`src/rtl/ram_bist.sv`:
```
// March-test BIST initiator for the RAM port: P0/P1 backgrounds over four phases with error capture.
// Optional read-response watchdog is enabled by defining RAM_BIST_TIMEOUT_EN.
module ram_bist #(
  parameter int D_WIDTH    = 32,
  parameter int A_WIDTH    = 5,
  parameter int RD_TIMEOUT = 15
) (
  input  logic               clk,
  input  logic               rst,
  input  logic               start,
  output logic               busy,
  output logic               done,
  output logic               pass,
  output logic [A_WIDTH+1:0] err_count,
  output logic [A_WIDTH-1:0] fail_addr,
  output logic [1:0]         fail_phase,
  output logic [D_WIDTH-1:0] write_data,
  output logic [A_WIDTH-1:0] write_addr,
  output logic               write_en,
  output logic [A_WIDTH-1:0] read_addr,
  output logic               read_en,
  input  logic [D_WIDTH-1:0] read_data,
  input  logic               read_valid
);

  // state   | meaning
  // S_IDLE  | waiting for start after reset
  // S_WRITE | phase 0, one P0 write per cycle, ascending
  // S_RD    | issue one read
  // S_WAIT  | wait for read_valid (or timeout), then compare
  // S_WR    | write complement pattern, then advance address/phase
  // S_DONE  | results held until next start
  typedef enum logic [2:0] {S_IDLE, S_WRITE, S_RD, S_WAIT, S_WR, S_DONE} state_t;

  function automatic logic [D_WIDTH-1:0] pat_p0();
    logic [D_WIDTH-1:0] p;
    for (int i = 0; i < D_WIDTH; i++) p[i] = ((i % 2) == 0);
    return p;
  endfunction

  localparam logic [D_WIDTH-1:0] P0    = pat_p0();
  localparam logic [D_WIDTH-1:0] P1    = ~P0;
  localparam logic [A_WIDTH-1:0] A_MAX = '1;

  state_t             state, state_nxt;
  logic [A_WIDTH-1:0] addr;
  logic [1:0]         phase;
  logic [D_WIDTH-1:0] expected;
  logic               timed_out;
  logic               resp;
  logic               fault;

`ifdef RAM_BIST_TIMEOUT_EN
  localparam int TW = $clog2(RD_TIMEOUT + 1);
  logic [TW-1:0] tmr;

  // Loaded alongside read_en so WAIT lasts at most RD_TIMEOUT cycles.
  always_ff @(posedge clk) begin
    if (rst)                                tmr <= '0;
    else if (state == S_RD)                 tmr <= TW'(RD_TIMEOUT - 1);
    else if (state == S_WAIT && tmr != '0)  tmr <= tmr - 1'b1;
  end

  assign timed_out = (state == S_WAIT) && !read_valid && (tmr == '0);
`else
  logic unused_rd_timeout;
  assign unused_rd_timeout = ^RD_TIMEOUT;
  assign timed_out = 1'b0;
`endif

  assign expected   = (phase == 2'd2) ? P1 : P0;
  assign resp       = (state == S_WAIT) && (read_valid || timed_out);
  assign fault      = resp && (timed_out || (read_data != expected));
  assign write_addr = addr;
  assign read_addr  = addr;
  assign busy       = (state != S_IDLE) && (state != S_DONE);
  assign done       = (state == S_DONE);
  assign pass       = done && (err_count == '0);

  always_comb begin
    state_nxt  = state;
    write_en   = 1'b0;
    read_en    = 1'b0;
    write_data = '0;
    case (state)
      S_IDLE:  if (start) state_nxt = S_WRITE;
      S_WRITE: begin
        write_en   = 1'b1;
        write_data = P0;
        if (addr == A_MAX) state_nxt = S_RD;
      end
      S_RD: begin
        read_en    = 1'b1;
        write_data = expected;
        state_nxt  = S_WAIT;
      end
      S_WAIT: begin
        write_data = expected;
        if (resp) begin
          if (phase != 2'd3)     state_nxt = S_WR;
          else if (addr == '0)   state_nxt = S_DONE;
          else                   state_nxt = S_RD;
        end
      end
      S_WR: begin
        write_en   = 1'b1;
        write_data = ~expected;
        state_nxt  = S_RD;
      end
      S_DONE:  if (start) state_nxt = S_WRITE;
      default: state_nxt = S_IDLE;
    endcase
  end

  always_ff @(posedge clk) begin
    if (rst) begin
      state      <= S_IDLE;
      addr       <= '0;
      phase      <= '0;
      err_count  <= '0;
      fail_addr  <= '0;
      fail_phase <= '0;
    end else begin
      state <= state_nxt;
      case (state)
        S_IDLE, S_DONE: if (start) begin
          addr       <= '0;
          phase      <= '0;
          err_count  <= '0;
          fail_addr  <= '0;
          fail_phase <= '0;
        end
        S_WRITE: begin
          if (addr == A_MAX) begin
            addr  <= '0;
            phase <= 2'd1;
          end else begin
            addr <= addr + 1'b1;
          end
        end
        S_WAIT: if (resp) begin
          if (fault) begin
            err_count <= err_count + 1'b1;
            if (err_count == '0) begin
              fail_addr  <= addr;
              fail_phase <= phase;
            end
          end
          // Phase 3 has no write step, so it advances straight from the compare.
          if (phase == 2'd3 && addr != '0) addr <= addr - 1'b1;
        end
        S_WR: begin
          if (phase == 2'd1) begin
            if (addr == A_MAX) phase <= 2'd2;
            else               addr  <= addr + 1'b1;
          end else begin
            if (addr == '0) begin
              phase <= 2'd3;
              addr  <= A_MAX;
            end else begin
              addr <= addr - 1'b1;
            end
          end
        end
        default: ;
      endcase
    end
  end

endmodule
```
`config.mk`:
```
export PLATFORM = sky130hd
export DESIGN_NAME = ram_bist
export DESIGN_NICKNAME = d
export VERILOG_FILES = /design/src/rtl/ram_bist.sv
export SDC_FILE = /design/constraint.sdc
export NUM_CORES = 1
export LEC_CHECK = 0
export CORE_ASPECT_RATIO = 0.8
export CORE_MARGIN = 5
export CORE_UTILIZATION = 47
export DETAILED_ROUTE_END_ITERATION = 10
export GPL_TIMING_DRIVEN = 0
export PLACE_DENSITY = 0.83
export SKIP_LAST_GASP = 1
export SLEW_MARGIN = 0
export SYNTH_ARGS = -nofsm -noshare
export SYNTH_HDL_FRONTEND = slang
export SYNTH_SLANG_ARGS = --single-unit
```
`constraint.sdc`:
```
create_clock -name clk -period 3.9 [get_ports clk]
set_input_delay 0.78 -clock clk [delete_from_list [all_inputs] [get_ports clk]]
set_output_delay 0.78 -clock clk [all_outputs]
set_load 0.01 [all_outputs]
```
# After elaboration in Yosys (flattened, before gate mapping)
# Cells that the tools add are included.
[classes]
n_bitwise = 1
reduce_logical = 21
n_eq_ne = 21
muxes = 36
add_sub_neg = 3
[op_table]
columns = ["op", "n"]
rows = [
  ["32-bit case mux with 3 select lines", 1],
  ["5-bit two-way mux", 10],
  ["32-bit two-way mux", 1],
  ["32-bit != test", 1],
  ["32-bit inverter", 1],
  ["7-bit two-way mux", 3],
  ["5-bit case mux with 4 select lines", 1],
  ["2-bit two-way mux", 8],
  ["3-bit two-way mux", 5],
  ["3-bit case mux with 5 select lines", 1],
  ["5-bit AND reduction", 3],
  ["7-bit case mux with 2 select lines", 1],
  ["3-bit != test (second input constant)", 4],
  ["5-bit case mux with 2 select lines", 1],
  ["2-bit != test (second input constant)", 4],
  ["7-bit by 1-bit adder with 7-bit output (second input constant)", 1],
  ["7-bit zero test", 1],
  ["3-bit by 2-bit equality test with 1-bit output (second input constant)", 2],
  ["3-bit equality test (second input constant)", 2],
  ["2-bit by 1-bit != test with 1-bit output (second input constant)", 3],
  ["2-bit case mux with 3 select lines", 1],
  ["3-bit nonzero test", 2],
  ["2-bit OR reduction", 3],
  ["5-bit by 1-bit adder with 5-bit output (second input constant)", 1],
  ["15 further kinds", 21],
]
[totals]
elab_cells = 88
ff_bits = 24

# Depth between registers and ports, before layout
[logic_depth]
ltp_word = 7
depth_mapped = 9
ltp_nobuf = 9

# Least setup slack after synthesis
# No wires, ideal clock.
[synth_timing]
kind = "register to output"
start = "register state[1]"
end = "output port write_data[11]"
arrival_time_ns = 2.250
path_stages_with_launch = 6
setup_slack_ns = 0.870
t_required_ns = 3.120
cell_sequence = "dfxtp_1 clkbuf_2 clkbuf_1 nand2_1 o21ai_0 buf_4"
[synth_between]
elab_chain_cells = 3
[synth_rtl]
columns = ["item", "line", "rtl"]
rows = [
  ["start: declaration", "45", "state_t state, state_nxt;"],
  ["start signal: assignment", "124", "state <= state_nxt;"],
  ["3-bit by 2-bit equality test with 1-bit output", "85", "case (state)"],
  ["2-bit OR reduction (no line)", "-", ""],
  ["32-bit case mux with 3 select lines (*)", "85", ""],
  ["end: declaration", "17", "output logic [D_WIDTH-1:0] write_data,"],
]
# Every way passes the cells marked *; elsewhere a longest branch is shown, timed or not.

# Worst setup path in the final report
[layout_timing]
start = "register state[1]"
end = "output port write_data[24]"
# The elaborated chain is that of the path after synthesis.

==> reports/qor.yml <==
hold_path.class: "flop to flop"
synthCells: 284
gp_congestion: 0.901
drc: 0
synth_area_sq_um: 2330
yosysUniqueCellTypes: 66
wl_per_cell_um: 15.6
final-setup-viol-count: 0
combPwrFrac: 0.507
synth_edf_count: 0
critPathMaxFanout: 16
post_cts_buffers: 0
cts_sinks: 24
hpwl_mm: 5.58
grt_max_degree: 17
synth_xor_area_frac: 0.00375
num_rows: 23
critPathCaptureType: "output pin"
hold_viol: 0
fin_crit_ps: 3540
slew-limit-headroom: 0.444
p_sw_frac: 0.338
fp.dieW_um: 88.8
grt_pass1_vias: 2341
cp_slowest_cell: "o22ai_2"
crit_arrival_ps: 2760
utilization: 0.697
cpPeakStageDelay_ps: 560
port-buffer-count: 95
status: "finished clean"
vias_per_cell: 5.70
synth_top_family_by_area: "simple AND/OR/NAND/NOR gates"
leakagePower_nw: 1.25
grt_pass1_wl_mm: 11.0
htree_levels: 1
setup_tns_ps: 0
cts_root_buffer: "clkbuf_8"
syn_nets: 325
avgSynthCellArea_sq_um: 8.22
drt-initial-drc-count: 224
die_y_um: 73.0
clk_pin_slew_ps: 90
dpl_worst_slack_ps: 326
worst_pin_slew_ps: 829
detail-route-antenna-nets: 0
max_freq_ghz: 0.283
numCtsBuffers: 3
grt.total_usage: 0.211
synth-simple-area-share: 0.335
fin_crit_sh: 0.907
max_cap_violations: 0
synthToLayoutAreaGrowth_pct: 46.8
cts_tree: "yes"
grt_overflow: 0
final_layout_size_suffix_gt1_frac: 0.170
fillCellCount: 413
synthMuxAreaShare: 0.0305
start_util: 0.474
holdBufCountCts: 0
drv_slew: 0
switchingPower_w: 0.000308
p_seq_frac: 0.300
firstDrtPassIters: 4
n_antenna_cell: 0
synth_ff_type: "dfxtp_1"
setup_ws_ps: 364
core-area_sq_um: 4920
grt_antenna_before_repair: 0
drt-total-wl_mm: 6.96
synth_compound_area_frac: 0.232
ys_seq_area_frac: 0.206
clkPwrFrac: 0.193
setup.worst_path.class: "flop to output pin"
ir_drop_mv: 0.171
required_ps: 3120
clock_latency_ps: 270
die_area_sq_um: 6490
ff_latch_area_sq_um: 480
p_per_area_nw_per_um2: 266
ys_warn_count: 0
cts_buffer_depth: 2
p_int_w: 0.000602
boundaryPins: 97
rsz0062_at_grt: "false"
multi_input_comb_area_sq_um: 1480
synth-async-reset-ratio: 0
ys_ff_latch: 24
vias: 2538
crit_chain: "clkbuf_2 -> clkbuf_1 -> nand2_1 -> o22ai_2 -> buf_4 -> clkdlybuf4s50_1"
synth_adder_area_share: 0.0268
cp-start-kind: "flop"
fin_skew_ps: 1.29
nets: 425
==> critical path, delay by kind of cell (launching register included) <==
family	cells	cell delay, ps
buffers and inverters	4	1350
flip-flops	1	360
AO/OA/AOI/OAI	1	560
AND/OR/NAND/NOR	1	210
==> final timing paths <==
check | to | cells after the start | slack, ps | start
setup / recovery | write_data[24] | 6 | 360 | state[1]
hold reg to reg | err_count[6] | 2 | 500 | err_count[6]
hold / removal | err_count[6] | 2 | 500 | err_count[6]
setup reg to reg | phase[0] | 9 | 1180 | read_addr[2]
==> cells by family after synthesis <==
family	Yosys count
mux	7
buf+inv	61
fa+ha+maj	5
flops	24
simple gates	112
compound gates	74
xor+xnor	1
==> placed cells by master (no fill, tap or decap), drive strengths merged, types with 9 or more instances in the layout <==
| cell | count |
|---|---|
| nor4 | 9 |
| dfxtp | 24 |
| nor4bb | 14 |
| clkbuf | 9 |
| nand4 | 11 |
| clkdlybuf4s50 | 95 |
| nand2 | 14 |
| inv | 13 |
| buf | 42 |
| nand2b | 9 |
| a21oi | 16 |
| o21ai | 15 |
| nor2 | 17 |
==> flip-flops by register name, summed over array words and instances, names as in the netlist <==
name,count
state,3
fail_phase,2
fail_addr,5
phase,2
err_count,7
read_addr,5
==> metrics by stage <==
step	cell area [sq um]	std cells	total power (W)	hold slack, ps
2_1_floorplan	2330	284	0.000537	498
3_3_place_gp	3360	441	0.000729	473
3_5_place_dp	3360	441	0.000737	482
4_1_cts	3420	445	0.000909	496
5_1_grt	3430	445	0.000959	535
6_report	3430	445	0.000910	500
==> area by class of cell <==
type,instances,area share
Sequential cell,24,0.140
Tap cell,62,0.0226
Multi-Input combinational cell,199,0.431
Inverter,14,0.0153
Clock buffer,4,0.0161
Timing Repair Buffer,95,0.277
Buffer,47,0.0978
==> cells in the mapped netlist (2+ instances only) <==
| library cell | count | area share |
|---|---|---|
| nand2_1 | 13 | 0.021 |
| nand2b_1 | 9 | 0.024 |
| a21oi_1 | 14 | 0.030 |
| a31oi_1 | 4 | 0.011 |
| nor4_1 | 6 | 0.016 |
| o21ai_1 | 3 | 0.0064 |
| nor4bb_1 | 14 | 0.060 |
| buf_2 | 3 | 0.0064 |
| or3b_1 | 2 | 0.0075 |
| a311oi_1 | 3 | 0.011 |
| o311a_1 | 2 | 0.0086 |
| inv_1 | 13 | 0.021 |
| nand4_1 | 11 | 0.029 |
| nor2_1 | 17 | 0.027 |
| o2111ai_1 | 2 | 0.0075 |
| a21o_1 | 2 | 0.0064 |
| clkbuf_1 | 4 | 0.0064 |
| nor3_1 | 4 | 0.0086 |
| nand3_1 | 4 | 0.0086 |
| o21a_1 | 2 | 0.0064 |
| o21ai_0 | 12 | 0.026 |
| mux2i_1 | 6 | 0.026 |
| ha_1 | 5 | 0.027 |
| nand3b_1 | 4 | 0.013 |
| a32o_1 | 7 | 0.030 |
| buf_6 | 2 | 0.0096 |
| a221oi_1 | 2 | 0.0075 |
| a21oi_2 | 2 | 0.0075 |
| nor4b_4 | 2 | 0.020 |
| dfxtp_1 | 24 | 0.21 |
| o22ai_1 | 4 | 0.011 |
| buf_4 | 37 | 0.12 |
| nor2b_1 | 7 | 0.019 |
| o211ai_1 | 2 | 0.0064 |
| or4bb_1 | 3 | 0.014 |
| nor4_2 | 3 | 0.016 |
==> power by group through the flow <==
stage / sequential [W] / combinational [W] / clock [W]
floorplan: 0.000276 / 0.000262 / 0
global placement: 0.000279 / 0.000451 / 0
detailed placement: 0.000278 / 0.000459 / 0
CTS: 0.000273 / 0.000460 / 0.000176
global route: 0.000275 / 0.000496 / 0.000188
finish: 0.000273 / 0.000461 / 0.000176
==> what timing repair did <==
item	in CTS	in global routing
hold endpoints to repair	0	0
endpoints found under the setup margin	0	31
resized for setup	0	2
==> metal layers <==
layer	global-route usage	share of wire	wire length (um)	vias up
met5	0	0	0	-
met2	0.353	0.47	3250	123
li1	-	-	-	1256
met1	0.274	0.43	2960	1155
met4	0.0520	0.0082	57	0
met3	0.0451	0.099	687	4
(Power assumes the default switching activity.)
